<file path="src/rtl/mem_access_stage_pkg.sv">
// Shared types and constants for the memory access stage.
package mem_access_stage_pkg;

    typedef enum logic [1:0] {
        SZ_BYTE    = 2'b00,
        SZ_HALF    = 2'b01,
        SZ_WORD    = 2'b10,
        SZ_ILLEGAL = 2'b11
    } mem_size_t;

    typedef enum logic {
        IDLE = 1'b0,
        BUSY = 1'b1
    } mem_state_t;

    localparam logic [1:0] LANE_OFF0 = 2'd0;
    localparam logic [1:0] LANE_OFF1 = 2'd1;
    localparam logic [1:0] LANE_OFF2 = 2'd2;
    localparam logic [1:0] LANE_OFF3 = 2'd3;

endpackage

</file>
<file path="src/rtl/mem_access_stage_lane_align.sv">
// Little-endian lane alignment: byte enables, store replication, load
// extraction/extension and the misalignment flag.
module mem_lane_align
    import mem_access_stage_pkg::*;
(
    input  logic [1:0]  off,
    input  mem_size_t   size,
    input  logic        load_signed,
    input  logic [31:0] store_data,
    input  logic [31:0] rdata,
    output logic [3:0]  byte_en,
    output logic [31:0] wdata,
    output logic [31:0] load_data,
    output logic        misaligned
);

    logic [31:0] shifted;

    always_comb begin
        byte_en    = 4'b0000;
        wdata      = 32'h0;
        load_data  = 32'h0;
        misaligned = 1'b0;
        shifted    = rdata >> {off, 3'b000};
        case (size)
            SZ_BYTE: begin
                byte_en   = 4'b0001 << off;
                wdata     = {4{store_data[7:0]}};
                load_data = {{24{load_signed & shifted[7]}}, shifted[7:0]};
            end
            SZ_HALF: begin
                byte_en    = 4'b0011 << off;
                wdata      = {2{store_data[15:0]}};
                load_data  = {{16{load_signed & shifted[15]}}, shifted[15:0]};
                misaligned = (off == LANE_OFF1) || (off == LANE_OFF3);
            end
            SZ_WORD: begin
                byte_en    = 4'b1111;
                wdata      = store_data;
                load_data  = shifted;
                misaligned = (off != LANE_OFF0);
            end
            default: misaligned = 1'b1;
        endcase
    end

endmodule

</file>
<file path="src/rtl/mem_access_stage.sv">
// Pipeline memory stage: req/ack data-memory port with wait states and upstream stall.
// Optional watchdog abort of a stuck access when MEM_TIMEOUT_EN is defined.
module mem_access_stage
    import mem_access_stage_pkg::*;
#(
    parameter int unsigned TIMEOUT_CYCLES = 255,
    parameter int unsigned CNT_W          = 8
) (
    input  logic        Clock,
    input  logic        Reset,
    input  logic        MemRead_In,
    input  logic        MemWrite_In,
    input  logic [1:0]  MemSize_In,
    input  logic        LoadSigned_In,
    input  logic        RegWrite_In,
    input  logic [4:0]  RegDest_In,
    input  logic [31:0] ALUResult_In,
    input  logic [31:0] StoreData_In,
    input  logic        DMemAck,
    input  logic [31:0] DMemRData,
    output logic        DMemReq,
    output logic        DMemWe,
    output logic [31:0] DMemAddr,
    output logic [3:0]  DMemByteEn,
    output logic [31:0] DMemWData,
    output logic        Stall,
    output logic [31:0] ALUResult_Out,
    output logic [31:0] ReadData_Out,
    output logic [4:0]  RegDest_Out,
    output logic        RegWrite_Out,
    output logic        MemToReg_Out,
    output logic        AddrError,
    output logic        BusError
);

    mem_state_t  state_q, state_d;
    logic [31:0] addr_q, sdata_q;
    mem_size_t   size_q;
    logic        signed_q, regwrite_q, we_q;
    logic [4:0]  dest_q;

    logic        busy, mem_op, start, timeout;
    logic [3:0]  byte_en;
    logic [31:0] wdata, load_data;
    logic        misaligned;

    assign busy   = (state_q == BUSY);
    assign mem_op = MemRead_In | MemWrite_In;

    // While idle the aligner judges the incoming op; while busy it serves the latched one.
    mem_lane_align u_align (
        .off         (busy ? addr_q[1:0] : ALUResult_In[1:0]),
        .size        (busy ? size_q : mem_size_t'(MemSize_In)),
        .load_signed (busy ? signed_q : LoadSigned_In),
        .store_data  (busy ? sdata_q : StoreData_In),
        .rdata       (DMemRData),
        .byte_en     (byte_en),
        .wdata       (wdata),
        .load_data   (load_data),
        .misaligned  (misaligned)
    );

    assign start = ~busy & mem_op & ~misaligned;

`ifdef MEM_TIMEOUT_EN
    logic [CNT_W-1:0] cnt_q;

    assign timeout = busy & ~DMemAck & (cnt_q == CNT_W'(TIMEOUT_CYCLES - 1));

    always_ff @(posedge Clock or posedge Reset) begin
        if (Reset) begin
            cnt_q <= '0;
        end else if (start) begin
            cnt_q <= '0;
        end else if (busy && !DMemAck) begin
            cnt_q <= cnt_q + 1'b1;
        end
    end
`else
    logic unused_cfg;
    assign unused_cfg = ^{TIMEOUT_CYCLES, CNT_W};
    assign timeout    = 1'b0;
`endif

    always_comb begin
        state_d = state_q;
        unique case (state_q)
            IDLE: if (start) state_d = BUSY;
            BUSY: if (DMemAck || timeout) state_d = IDLE;
            default: state_d = IDLE;
        endcase
    end

    // Reset gates Stall so a held mem op cannot stall the pipe during reset.
    assign Stall      = ~Reset & (busy ? ~DMemAck : start);
    assign DMemReq    = busy;
    assign DMemWe     = busy & we_q;
    assign DMemAddr   = {addr_q[31:2], 2'b00};
    assign DMemByteEn = busy ? byte_en : 4'b0000;
    assign DMemWData  = busy ? wdata : 32'h0;

    always_ff @(posedge Clock or posedge Reset) begin
        if (Reset) begin
            addr_q     <= '0;
            sdata_q    <= '0;
            size_q     <= SZ_BYTE;
            signed_q   <= 1'b0;
            regwrite_q <= 1'b0;
            we_q       <= 1'b0;
            dest_q     <= '0;
        end else if (start) begin
            addr_q     <= ALUResult_In;
            sdata_q    <= StoreData_In;
            size_q     <= mem_size_t'(MemSize_In);
            signed_q   <= LoadSigned_In;
            regwrite_q <= RegWrite_In;
            we_q       <= MemWrite_In;
            dest_q     <= RegDest_In;
        end
    end

    always_ff @(posedge Clock or posedge Reset) begin
        if (Reset) begin
            state_q       <= IDLE;
            ALUResult_Out <= '0;
            ReadData_Out  <= '0;
            RegDest_Out   <= '0;
            RegWrite_Out  <= 1'b0;
            MemToReg_Out  <= 1'b0;
            AddrError     <= 1'b0;
            BusError      <= 1'b0;
        end else begin
            state_q   <= state_d;
            AddrError <= 1'b0;
            BusError  <= 1'b0;
            if (!busy) begin
                ALUResult_Out <= ALUResult_In;
                RegDest_Out   <= RegDest_In;
                RegWrite_Out  <= RegWrite_In & ~mem_op;
                MemToReg_Out  <= 1'b0;
                AddrError     <= mem_op & misaligned;
            end else if (DMemAck) begin
                ALUResult_Out <= addr_q;
                RegDest_Out   <= dest_q;
                RegWrite_Out  <= regwrite_q & ~we_q;
                MemToReg_Out  <= ~we_q;
                if (!we_q) ReadData_Out <= load_data;
            end else begin
                RegWrite_Out <= 1'b0;
                MemToReg_Out <= 1'b0;
                BusError     <= timeout;
            end
        end
    end

endmodule

</file>
<file path="config.mk">
export PLATFORM = sky130hd
export DESIGN_NAME = mem_access_stage
export DESIGN_NICKNAME = d
export VERILOG_FILES = /design/src/rtl/mem_access_stage_pkg.sv /design/src/rtl/mem_access_stage_lane_align.sv /design/src/rtl/mem_access_stage.sv
export SDC_FILE = /design/constraint.sdc
export NUM_CORES = 1
export LEC_CHECK = 0
export ABC_AREA = 1
export CAP_MARGIN = 20
export CORE_UTILIZATION = 47
export DETAILED_ROUTE_END_ITERATION = 12
export GPL_ROUTABILITY_DRIVEN = 0
export PLACE_DENSITY = 0.82
export SLEW_MARGIN = 10
export SYNTH_ARGS = -nofsm -noshare
export SYNTH_HDL_FRONTEND = slang
export SYNTH_SLANG_ARGS = --single-unit
</file>
<file path="constraint.sdc">
create_clock -name Clock -period 5.6 [get_ports Clock]
set_clock_uncertainty 0.05 [all_clocks]
set_input_delay 1.12 -clock Clock [delete_from_list [all_inputs] [get_ports Clock]]
set_output_delay 1.12 -clock Clock [all_outputs]
set_load 0.005 [all_outputs]
</file>
[After elaboration in Yosys (flattened, before gate mapping)]
Cells that the tools add are included.
Storage, ports and cells
  logic and storage cells: 64
  input port bits: 110
  register bits after elaboration: 147
  output and inout bits: 144
Operators by class
  shifts and indexed selects: 3
  muxes and demuxes: 22
  equality and inequality tests: 5
  bitwise gates (word level): 16
  reductions and logical operators: 4
Operators by type and width (count)
  32-bit one-hot mux with 3 select lines: 2
  32-bit 2-to-1 mux: 3
  32-bit by 5-bit >> shifter with 32-bit output: 1
  4-bit one-hot mux with 3 select lines: 1
  5-bit 2-to-1 mux: 2
  1-bit bitwise AND: 9
  1-bit 2-to-1 mux: 9
  1-bit inverter: 6
  2-bit by 1-bit == test with 1-bit output (second input constant): 2
  2-bit == test (second input constant): 2
  2-bit 2-to-1 mux: 2
  4-bit 2-to-1 mux: 1
  1-bit by 2-bit << shifter with 4-bit output (first input constant): 1
  2-bit by 2-bit << shifter with 4-bit output (first input constant): 1
  1-bit one-hot mux with 3 select lines: 1
  3-bit AND reduction: 1
  2-bit logical NOT: 1
  2-bit != test (second input constant): 1
  1-bit one-hot mux with 2 select lines: 1
  2-bit nonzero test: 1
  1-bit logical OR: 1
  1-bit OR: 1

[Depth between registers and ports, before layout]
Gate-level depths: netlist of the first run.
  word-level depth: 8
  depth in mapped cells: 12
  mapped depth without buffers: 11

[By module]
From an unflattened synthesis of the first run, not the netlist that was laid out.
Unflattened totals
  cell total of the unflattened synthesis: 1175
  area, all modules: 8250.4 um^2
By module, submodules not included
  mem_access_stage: instances 1, cells an instance 912, area each 6972.9 um^2, sequential area each 3678.5 um^2
  mem_lane_align: instances 1, cells an instance 263, area each 1277.5 um^2, sequential area each 0.0 um^2

[Least setup slack after synthesis of the first run]
No wires, ideal clock.
  path type: input -> output
  from: in MemSize_In[1]
  to: out DMemWData[10]
  path buffers: 1
  cell stages on the path: 10
  data required time: 4430 ps
  data arrival time: 2060 ps
  slack: 2370 ps
  path through: inv_1 > nand2_1 > nand2_4 > inv_2 > nand2_2 > nand2_1 > inv_2 > buf_2 > nand2_1 > a21oi_1
Between the ends
  word-level cells in the longest chain between the ends: 4
  elaborated cells between the ends (all ways): 6
  classes of those cells: eq/ne: 2; mux: 3; reduce/logical: 1
RTL lines
  start, declared: RTL line mem_access_stage.sv:13  | input logic [1:0] MemSize_In,
  2-bit 2-to-1 mux (*): RTL line mem_access_stage.sv:53  | .size (busy ? size_q : mem_size_t'(MemSize_In)),
  2-bit == test (tied with other cells): RTL line mem_access_stage_lane_align.sv:25  | case (size)
  32-bit one-hot mux with 3 select lines (*): RTL line mem_access_stage_lane_align.sv:25
  32-bit 2-to-1 mux (*): RTL line mem_access_stage.sv:100  | assign DMemWData = busy ? wdata : 32'h0;
  end, declared: RTL line mem_access_stage.sv:25  | output logic [31:0] DMemWData,
Mark *: on every way between the ends. The rest lies on a longest branch, timed or not.

[Worst setup path after layout of the first run]
  from: reg state_q (netlist: DMemReq)
  to: out DMemByteEn[2]
Between the ends
  word-level cells in the longest chain between the ends: 4
  elaborated cells between the ends (all ways): 9
  classes of those cells: eq/ne: 2; shift: 2; mux: 4; reduce/logical: 1
RTL lines
  start, declared: RTL line mem_access_stage.sv:36  | mem_state_t state_q, state_d;
  start signal, assigned: RTL line mem_access_stage.sv:133  | state_q <= state_d;
  2-bit 2-to-1 mux (on tied branches): RTL line mem_access_stage.sv:52, mem_access_stage.sv:53
  2-bit by 2-bit << shifter with 4-bit output (tied with other cells): RTL line mem_access_stage_lane_align.sv:32  | byte_en = 4'b0011 << off;
  4-bit one-hot mux with 3 select lines: RTL line mem_access_stage_lane_align.sv:25
  4-bit 2-to-1 mux (*): RTL line mem_access_stage.sv:99  | assign DMemByteEn = busy ? byte_en : 4'b0000;
  end, declared: RTL line mem_access_stage.sv:24  | output logic [3:0] DMemByteEn,
Marked as above.

==> results of run 1 <==
power breakdown:
part / leakage [nW] / switching, mW / total, mW / internal (mW)
clock: 0.279 / 0.451 / 1.17 / 0.715
sequential: 1.84 / 0.358 / 1.92 / 1.57
combinational: 2.96 / 1.63 / 3.05 / 1.42
cell usage after synthesis (all sizes together):
| master | n |
|---|---|
| nand2 | 364 |
| dfrtp | 147 |
| inv | 108 |
| nand3 | 93 |
| o21ai | 90 |
| buf | 68 |
| o211ai | 40 |
| clkbuf | 22 |
| a21oi | 21 |
| nor2 | 19 |
| nand4 | 2 |
| a32o | 1 |
| clkinv | 1 |
| conb | 1 |
logic make-up (layout without fill, tap and decap cells):
| family | Yosys count | count (layout) |
|---|---|---|
| other cells | 1 | 3 |
| compound gates | 152 | 152 |
| buf+inv | 199 | 400 |
| flops | 147 | 147 |
| simple gates | 478 | 478 |
stage by stage:
step,util [%],hold slack (ns),setup slack (ns),power (mW)
CTS,66.46,0.4337,1.082,6.183
global placement,62.67,0.4113,1.161,4.908
floorplan,-,0.4036,0.4787,3.784
global route,66.46,0.4534,0.9000,6.603
detailed placement,62.67,0.4167,1.119,4.991
finish,66.46,0.4316,1.094,6.143
critical path, cell delays in order, from the launching register on:
cell	delay (ns)
dfrtp_4	0.60
buf_4	0.65
nand2_1	0.25
nand2_2	0.44
nand2_4	0.11
nand2_1	0.07
o21ai_0	0.08
a21oi_1	0.13
clkdlybuf4s50_1	0.55
cell type report:
| type | count | share of cell area [%] |
|---|---|---|
| timing repair buffer | 260 | 24.41 |
| tap | 216 | 2.560 |
| multi-input combinational | 633 | 28.48 |
| sequential | 147 | 34.88 |
| inverter | 109 | 3.970 |
| clock buffer | 20 | 4.231 |
| clock inverter | 11 | 1.470 |
routing by layer:
metal	global-route usage, %	wire length, µm	vias to the layer above
met5	0	0	-
met4	12.65	644	0
met3	5.822	1774	47
met2	43.32	10580	331
met1	33.36	8791	3350
li1	-	-	3439
worst paths after layout:
kind	startpoint	slack [ns]	endpoint
worst min register to register	ReadData_Out[25]	0.43	ReadData_Out[25]
worst max register to register	DMemReq	1.55	addr_q[26]
max in group asynchronous	Reset	3.27	ReadData_Out[16]
worst max-delay path	DMemReq	1.09	DMemByteEn[2]
min in group asynchronous	Reset	1.08	ALUResult_Out[5]
worst min-delay path	ReadData_Out[25]	0.43	ReadData_Out[25]
sequential cells by signal (all words and copies together) (netlist names):
| name | flops |
|---|---|
| we_q | 1 |
| AddrError | 1 |
| addr_q | 32 |
| RegDest_Out | 5 |
| DMemReq | 1 |
| dest_q | 5 |
| ReadData_Out | 32 |
| sdata_q | 32 |
| size_q | 2 |
| RegWrite_Out | 1 |
| signed_q | 1 |
| MemToReg_Out | 1 |
| ALUResult_Out | 32 |
| regwrite_q | 1 |
==> results.yml, run 1 <==
drt:
  routed_wl_mm: 21.79
  drc: 0
  dr.pass1.iters: 6
  first_iter_violations: 652
  antenna_left: 0
  vias: 7167
  avgViaCountPerCell: 5.134
  wl_per_cell_um: 15.61
setup_path:
  cp-start-kind: "flop"
  crit_arrival_ns: 3.34
  r2r_cells: 9
  required_ns: 4.43
  cp-end-kind: "output port"
  crit_fanout: 69
  worstSetupPathType: "flop to output port"
run:
  cap_violations: 0
sta:
  tightestPinTransition_ns: 1.029
  fin_crit_sh_pct: 80.47
  tns_ns: 0
  drv_slew: 0
  fin_crit_ns: 4.506
  hold_viol: 0
  rsz0062_at_grt: "no"
  relSlewSlack_pct: 31.35
  final-setup-viol-count: 0
  max_freq_ghz: 0.2219
final_layout:
  fill_cells: 1351
  regArea_mm2: 0.003682
  multiInputGateArea_mm2: 0.003007
  area_growth_pct: 37.65
  final_cell_mix: "nand2_1 (353), clkdlybuf4s50_1 (250), dfrtp_1 (146)"
  fin_cells: 1396
  finalInstanceArea_mm2: 0.01056
  n_antenna_cell: 0
  nNetsFinal: 1278
  layout_commonest_cell: "nand2_1"
  drive_above_1_share_pct: 7.797
power_and_ir_drop:
  power.density_mw_per_mm2: 581.9
  leakagePower_nw: 5.075
  ir_worst_vdd_mv: 0.3952
synthesis:
  synthAdderAreaFrac_pct: 0
  yosys.area.top_type_share_pct: 47.96
  syn-instance-count: 977
  syn_avg_cell_area_um2: 7.850
  synth.area.top_cells: "dfrtp_1 (48%), nand2_1 (17%), nand3_1 (5.9%)"
  synthXorXnorAreaFrac_pct: 0
  ys_warn_count: 0
  synth_top_family_by_area: "simple AND/OR/NAND/NOR gates"
  synth-simple-area-share_pct: 26.39
  ys_seq_area_share_pct: 47.96
  ys_seq_elements: 147
  yosysUniqueCellTypes: 27
  synth-compound-area-share_pct: 12.56
  synth_area_mm2: 0.007670
  synthMuxAreaShare_pct: 0
  yosys.area.top_type: "dfrtp_1"
clock_tree:
  cts_buffers: 17
  holdBufCountCts: 0
  cts.sinks: 147
  clock_path_buffers: 2
  clkTransAtPathRegs_ns: 0.07
  clockRootBuffer: "clkbuf_16"
  cts_tree: "done"
  cts_setup_buffers: 0
  cts_max_level: 4
  cts_resized: 0
  worstSkewPairLatency_ns: 0.41
run_status:
  status: "finished clean"
placement:
  hpwlAfterDp_mm: 15.08
  numPortBuffers: 250
  place_inst: 1365
  place_area_mm2: 0.009956
global_routing:
  grt_pass1_wl_mm: 34.32
  grt_max_degree: 77
  grt_pass1_vias: 6931
  grt.overflow.total: 0
  gr-usage-all-layers_pct: 26.44
  antenna_found_initial: 0
worst_hold_path:
  hold_path_class: "flop to flop"
  hold_path_depth: 2
floorplanning:
  dieArea_mm2: 0.01683
  die_w_um: 129.7
  row_count: 46
  core_region_area_mm2: 0.01589
  start_util_pct: 48.28
  die_height_um: 129.7
  io_pins: 254
Power figures use the tool's default switching activity.
==> run 2, diff against run 1 <==
clock period = 4.53 ns   (was 5.6 ns; I/O delays follow)
==> run 2 against run 1 <==
Net effect:
- worst hold slack worse by 0.00051 ns
- highest routed layer is now met5
- first-iteration DRC count is 8.3% higher
- worst setup slack worse by 0.72 ns
- clock power increased by 15%
- core utilization shrank 0.20 points
- critical path type unchanged
- global-route usage increased by 0.30 points
- largest cell class unchanged
==> results.yml, run 2 (synthesis gave the netlist of run 1 again) <==
setup_path:
  worstSetupPathType: "flop to output port"
  r2r_cells: 9
  r2r-start: "DMemReq"
  crit_start: "DMemReq"
  rrSetupSlack_ns: 0.85
  endpoint: "DMemWData[9]"
  reg2reg_to: "sdata_q[18]"
  crit_arrival_ns: 3.20
  cp-end-kind: "output port"
  cp-start-kind: "flop"
  required_ns: 3.57
  crit_fanout: 24
run:
  cap_violations: 0
sta:
  fin_crit_sh_pct: 91.77
  final.setup.worst_slack_ns: 0.3728
  tns_ns: 0
  max_freq_ghz: 0.2405
  hold_viol: 0
  final-setup-viol-count: 0
  drv_slew: 0
  fin_crit_ns: 4.157
  tightestPinTransition_ns: 1.013
  relSlewSlack_pct: 32.37
  rsz0062_at_grt: "no"
power_and_ir_drop:
  p_seq_share_pct: 31.9
  p_comb_share_pct: 50.2
  ir_worst_vdd_mv: 0.3505
  intPower_mw: 4.424
  clock_power_share_pct: 17.9
  power.density_mw_per_mm2: 709.5
  leakagePower_nw: 5.052
  swShare_pct: 40.76
  switchingPower_mw: 3.044
placement:
  hpwlAfterDp_mm: 15.10
  numPortBuffers: 250
  pre_cts_ws_ns: 0.4894
clock_tree:
  cts_resized: 0
  cts_tree: "done"
  cts.sinks: 147
  clkTransAtPathRegs_ns: 0.06
  clock_path_buffers: 2
  cts_buffers: 17
  cts_setup_buffers: 0
  holdBufCountCts: 0
  worstSkewPairLatency_ns: 0.42
  clockRootBuffer: "clkbuf_16"
  cts_max_level: 4
worst_hold_path:
  hold_path_class: "flop to flop"
global_routing:
  grt.overflow.total: 0
  gr-usage-all-layers_pct: 26.75
  grt_pass1_wl_mm: 34.87
  grt_pass1_vias: 6981
  antenna_found_initial: 1
  grt_max_degree: 89
floorplanning:
  row_count: 46
  start_util_pct: 48.28
  die_w_um: 129.7
  io_pins: 254
  core_region_area_mm2: 0.01589
  dieArea_mm2: 0.01683
  die_height_um: 129.7
drt:
  wl_per_cell_um: 15.55
  avgViaCountPerCell: 5.121
  drc: 0
  vias: 7154
  routed_wl_mm: 21.72
  antenna_left: 0
  dr.pass1.iters: 6
  first_iter_violations: 706
final_layout:
  n_antenna_cell: 0
  layout_commonest_cell: "nand2_1"
  drive_above_1_share_pct: 8.044
  area_growth_pct: 37.24
  final_cell_mix: "nand2_1 (353), clkdlybuf4s50_1 (250), dfrtp_1 (146)"
  nNetsFinal: 1278
run_status:
  status: "finished clean"
-- run 2: area by class of cell --
class | count | area (µm²)
Clock buffer | 18 | 439.2
Clock inverter | 14 | 120.1
Fill cell | 1361 | 5359
Inverter | 109 | 417.9
Multi-Input combinational cell | 633 | 3007
Sequential cell | 147 | 3682
Tap cell | 216 | 270.3
Timing Repair Buffer | 260 | 2590
-- run 2: worst min path at each step --
stage                           startpoint          endpoint  slack (ns)  depth (start not counted)
after floorplan                   signed_q          signed_q        0.40                          2
after global placement    ReadData_Out[30]  ReadData_Out[30]        0.41                          2
after CTS                 ReadData_Out[30]  ReadData_Out[30]        0.43                          2
after detailed placement  ReadData_Out[30]  ReadData_Out[30]        0.42                          2
after global routing      ReadData_Out[11]  ReadData_Out[11]        0.44                          2
final                     ReadData_Out[29]  ReadData_Out[29]        0.43                          2
-- run 2: per-stage QoR --
step,instance area [µm²],hold WS [ns],power (mW),instances,utilization [%]
after floorplan,7681,0.4036,4.678,979,-
after global placement,9967,0.4133,6.029,1365,62.74
after detailed placement,9967,0.4160,6.133,1365,62.74
after CTS,10530,0.4331,7.503,1397,66.27
after global routing,10530,0.4418,8.023,1397,66.27
final,10530,0.4311,7.469,1397,66.27
-- run 2: critical path: stages, from the launching register on --
cell             delay, ns
dfrtp_4               0.61
inv_2                 0.40
nand2_1               0.17
nand2_4               0.24
inv_2                 0.07
nand2_2               0.12
nand2_1               0.08
inv_2                 0.27
nand2_1               0.10
a21oi_1               0.17
clkdlybuf4s50_1       0.52
-- run 2: power groups by stage --
stage	Sequential (mW)	Clock, mW	Combinational, mW
CTS	2.38	1.36	3.77
global route	2.45	1.41	4.16
global placement	2.37	0	3.66
detailed placement	2.39	0	3.75
finish	2.38	1.34	3.75
floorplan	2.29	0	2.39
-- run 2: layer usage --
metal | track usage [%] | wire (µm) | up-vias
li1 | - | - | 3444
met1 | 33.52 | 8857 | 3342
met2 | 44.79 | 10520 | 313
met3 | 5.740 | 1687 | 53
met4 | 11.49 | 641 | 2
met5 | 0 | 13 | -
==> run 3, diff against run 2 <==
CORE_MARGIN = 2   (was unset)
==> run 3 against run 2 <==
Net effect:
- first-iteration DRC count decreased by 13%
- fmax barely moved
- sequential share of layout area down 0.15 points
- clock-buffer cell count is 1 higher
- non-clock buffer count grew 1
==> results.yml, run 3 (synthesis gave the netlist of run 1 again) <==
power_and_ir_drop:
  leakagePower_nw: 5.095
  finalPower_mw: 7.560
  ir_worst_vdd_mv: 0.3470
  power.density_mw_per_mm2: 715.0
drt:
  routed_wl_mm: 21.81
  vias: 7100
  avgViaCountPerCell: 5.075
  first_iter_violations: 611
  dr.pass1.iters: 7
  antenna_left: 0
  wl_per_cell_um: 15.59
  drc: 0
setup_path:
  cpPeakStageDelay_ns: 0.60
  cp-start-kind: "flop"
  required_ns: 3.57
  crit_slowest_cell: "dfrtp_4"
  r2r_cells: 11
  crit_family: "buffers and inverters"
  worstSetupPathDepth: 10
  path_cells: "inv_2 > nand2_1 > nand2_4 > inv_2 > nand2_2 > nand2_1 > inv_2 > nand2_1 > a21oi_1 > clkdlybuf4s50_1"
  critical_path_buf_inv_count: 4
  crit_arrival_ns: 3.20
  crit_fanout: 24
  cp-end-kind: "output port"
  worstSetupPathType: "flop to output port"
global_routing:
  gr-usage-all-layers_pct: 25.29
  grt_max_degree: 90
  grt.overflow.total: 0
  grt_pass1_vias: 6746
  antenna_found_initial: 1
  grt_pass1_wl_mm: 35.11
final_layout:
  area_growth_pct: 37.85
  nNetsFinal: 1279
  utilization_pct: 66.32
  layout_commonest_cell: "nand2_1"
  fill_cells: 1315
  drive_above_1_share_pct: 8.122
  final_cell_mix: "nand2_1 (353), clkdlybuf4s50_1 (250), dfrtp_1 (146)"
run:
  cap_violations: 0
clock_tree:
  cts_max_level: 4
  clockRootBuffer: "clkbuf_16"
  clkTransAtPathRegs_ns: 0.06
  holdBufCountCts: 0
  cts.sinks: 147
  worstSkewPairLatency_ns: 0.42
  cts_setup_buffers: 0
  cts_buffers: 17
  cts_tree: "done"
  cts_resized: 0
  clock_path_buffers: 2
sta:
  fin_crit_sh_pct: 91.78
  relSlewSlack_pct: 32.83
  rsz0062_at_grt: "no"
  fin_crit_ns: 4.158
  max_freq_ghz: 0.2405
  final-setup-viol-count: 0
  whs_ns: 0.4298
  drv_slew: 0
  tns_ns: 0
  tightestPinTransition_ns: 1.006
  hold_viol: 0
worst_hold_path:
  hold_path_depth: 2
  hold_path_class: "flop to flop"
floorplanning:
  io_pins: 254
  dieArea_mm2: 0.01736
  die_w_um: 131.7
  row_count: 46
  start_util_pct: 48.11
  core_region_area_mm2: 0.01594
  die_height_um: 131.7
run_status:
  status: "finished clean"
placement:
  numPortBuffers: 250
  hpwlAfterDp_mm: 15.31
## run 3: changes by cell type in the layout (fill, tap and decap cells not counted), sizes merged
cell      previous run  this run
clkbuf              18        19
buf                 10        11
diode                0         1
bufinv               0         2
clkinvlp             7         2
clkinv               2         7
inv                114       111
## run 3: final timing paths
path | end | start | slack (ns)
worst min-delay path | ReadData_Out[21] | ReadData_Out[21] | 0.43
worst min register to register | ReadData_Out[21] | ReadData_Out[21] | 0.43
max in group asynchronous | ReadData_Out[30] | Reset | 2.49
worst max register to register | addr_q[30] | DMemReq | 0.94
worst max-delay path | DMemWData[9] | DMemReq | 0.37
min in group asynchronous | DMemReq | Reset | 0.98
## run 3: metal layers
metal | up-vias | share of wire, % | GRT usage [%]
li1 | 3450 | - | -
met1 | 3323 | 42 | 33.37
met2 | 274 | 48 | 39.67
met3 | 53 | 6.8 | 5.921
met4 | 0 | 3.4 | 11.90
met5 | - | 0 | 0
## run 3: power breakdown
| group | switching, mW | internal [mW] | total [mW] |
|---|---|---|---|
| clock network | 0.577 | 0.849 | 1.43 |
| registers | 0.445 | 1.94 | 2.38 |
| logic | 1.99 | 1.76 | 3.75 |
## run 3: metrics by stage
stage	area [µm²]	setup slack, ns	cells
5_1_grt	10570	0.2022	1399
6_report	10570	0.3722	1399
3_5_place_dp	9970	0.5263	1366
3_3_place_gp	9970	0.5662	1366
4_1_cts	10570	0.3584	1398
2_1_floorplan	7681	1.727	979
## run 3: final cells by class
type	instances	area, µm²	area share [%]
Timing Repair Buffer	261	2597	24.57
Antenna cell	1	2.502	0.02367
Clock buffer	19	452.9	4.284
Inverter	109	417.9	3.953
Clock inverter	13	147.6	1.396
Tap cell	216	270.3	2.556
Multi-Input combinational cell	633	3002	28.39
Sequential cell	147	3682	34.83
## run 3: worst register-to-register path, delay by kind of cell, from the launching register on
kind / cells / cell delay, ns
flops: 1 / 0.60
buf+inv: 4 / 1.93
simple gates: 6 / 0.80
compound gates: 1 / 0.12
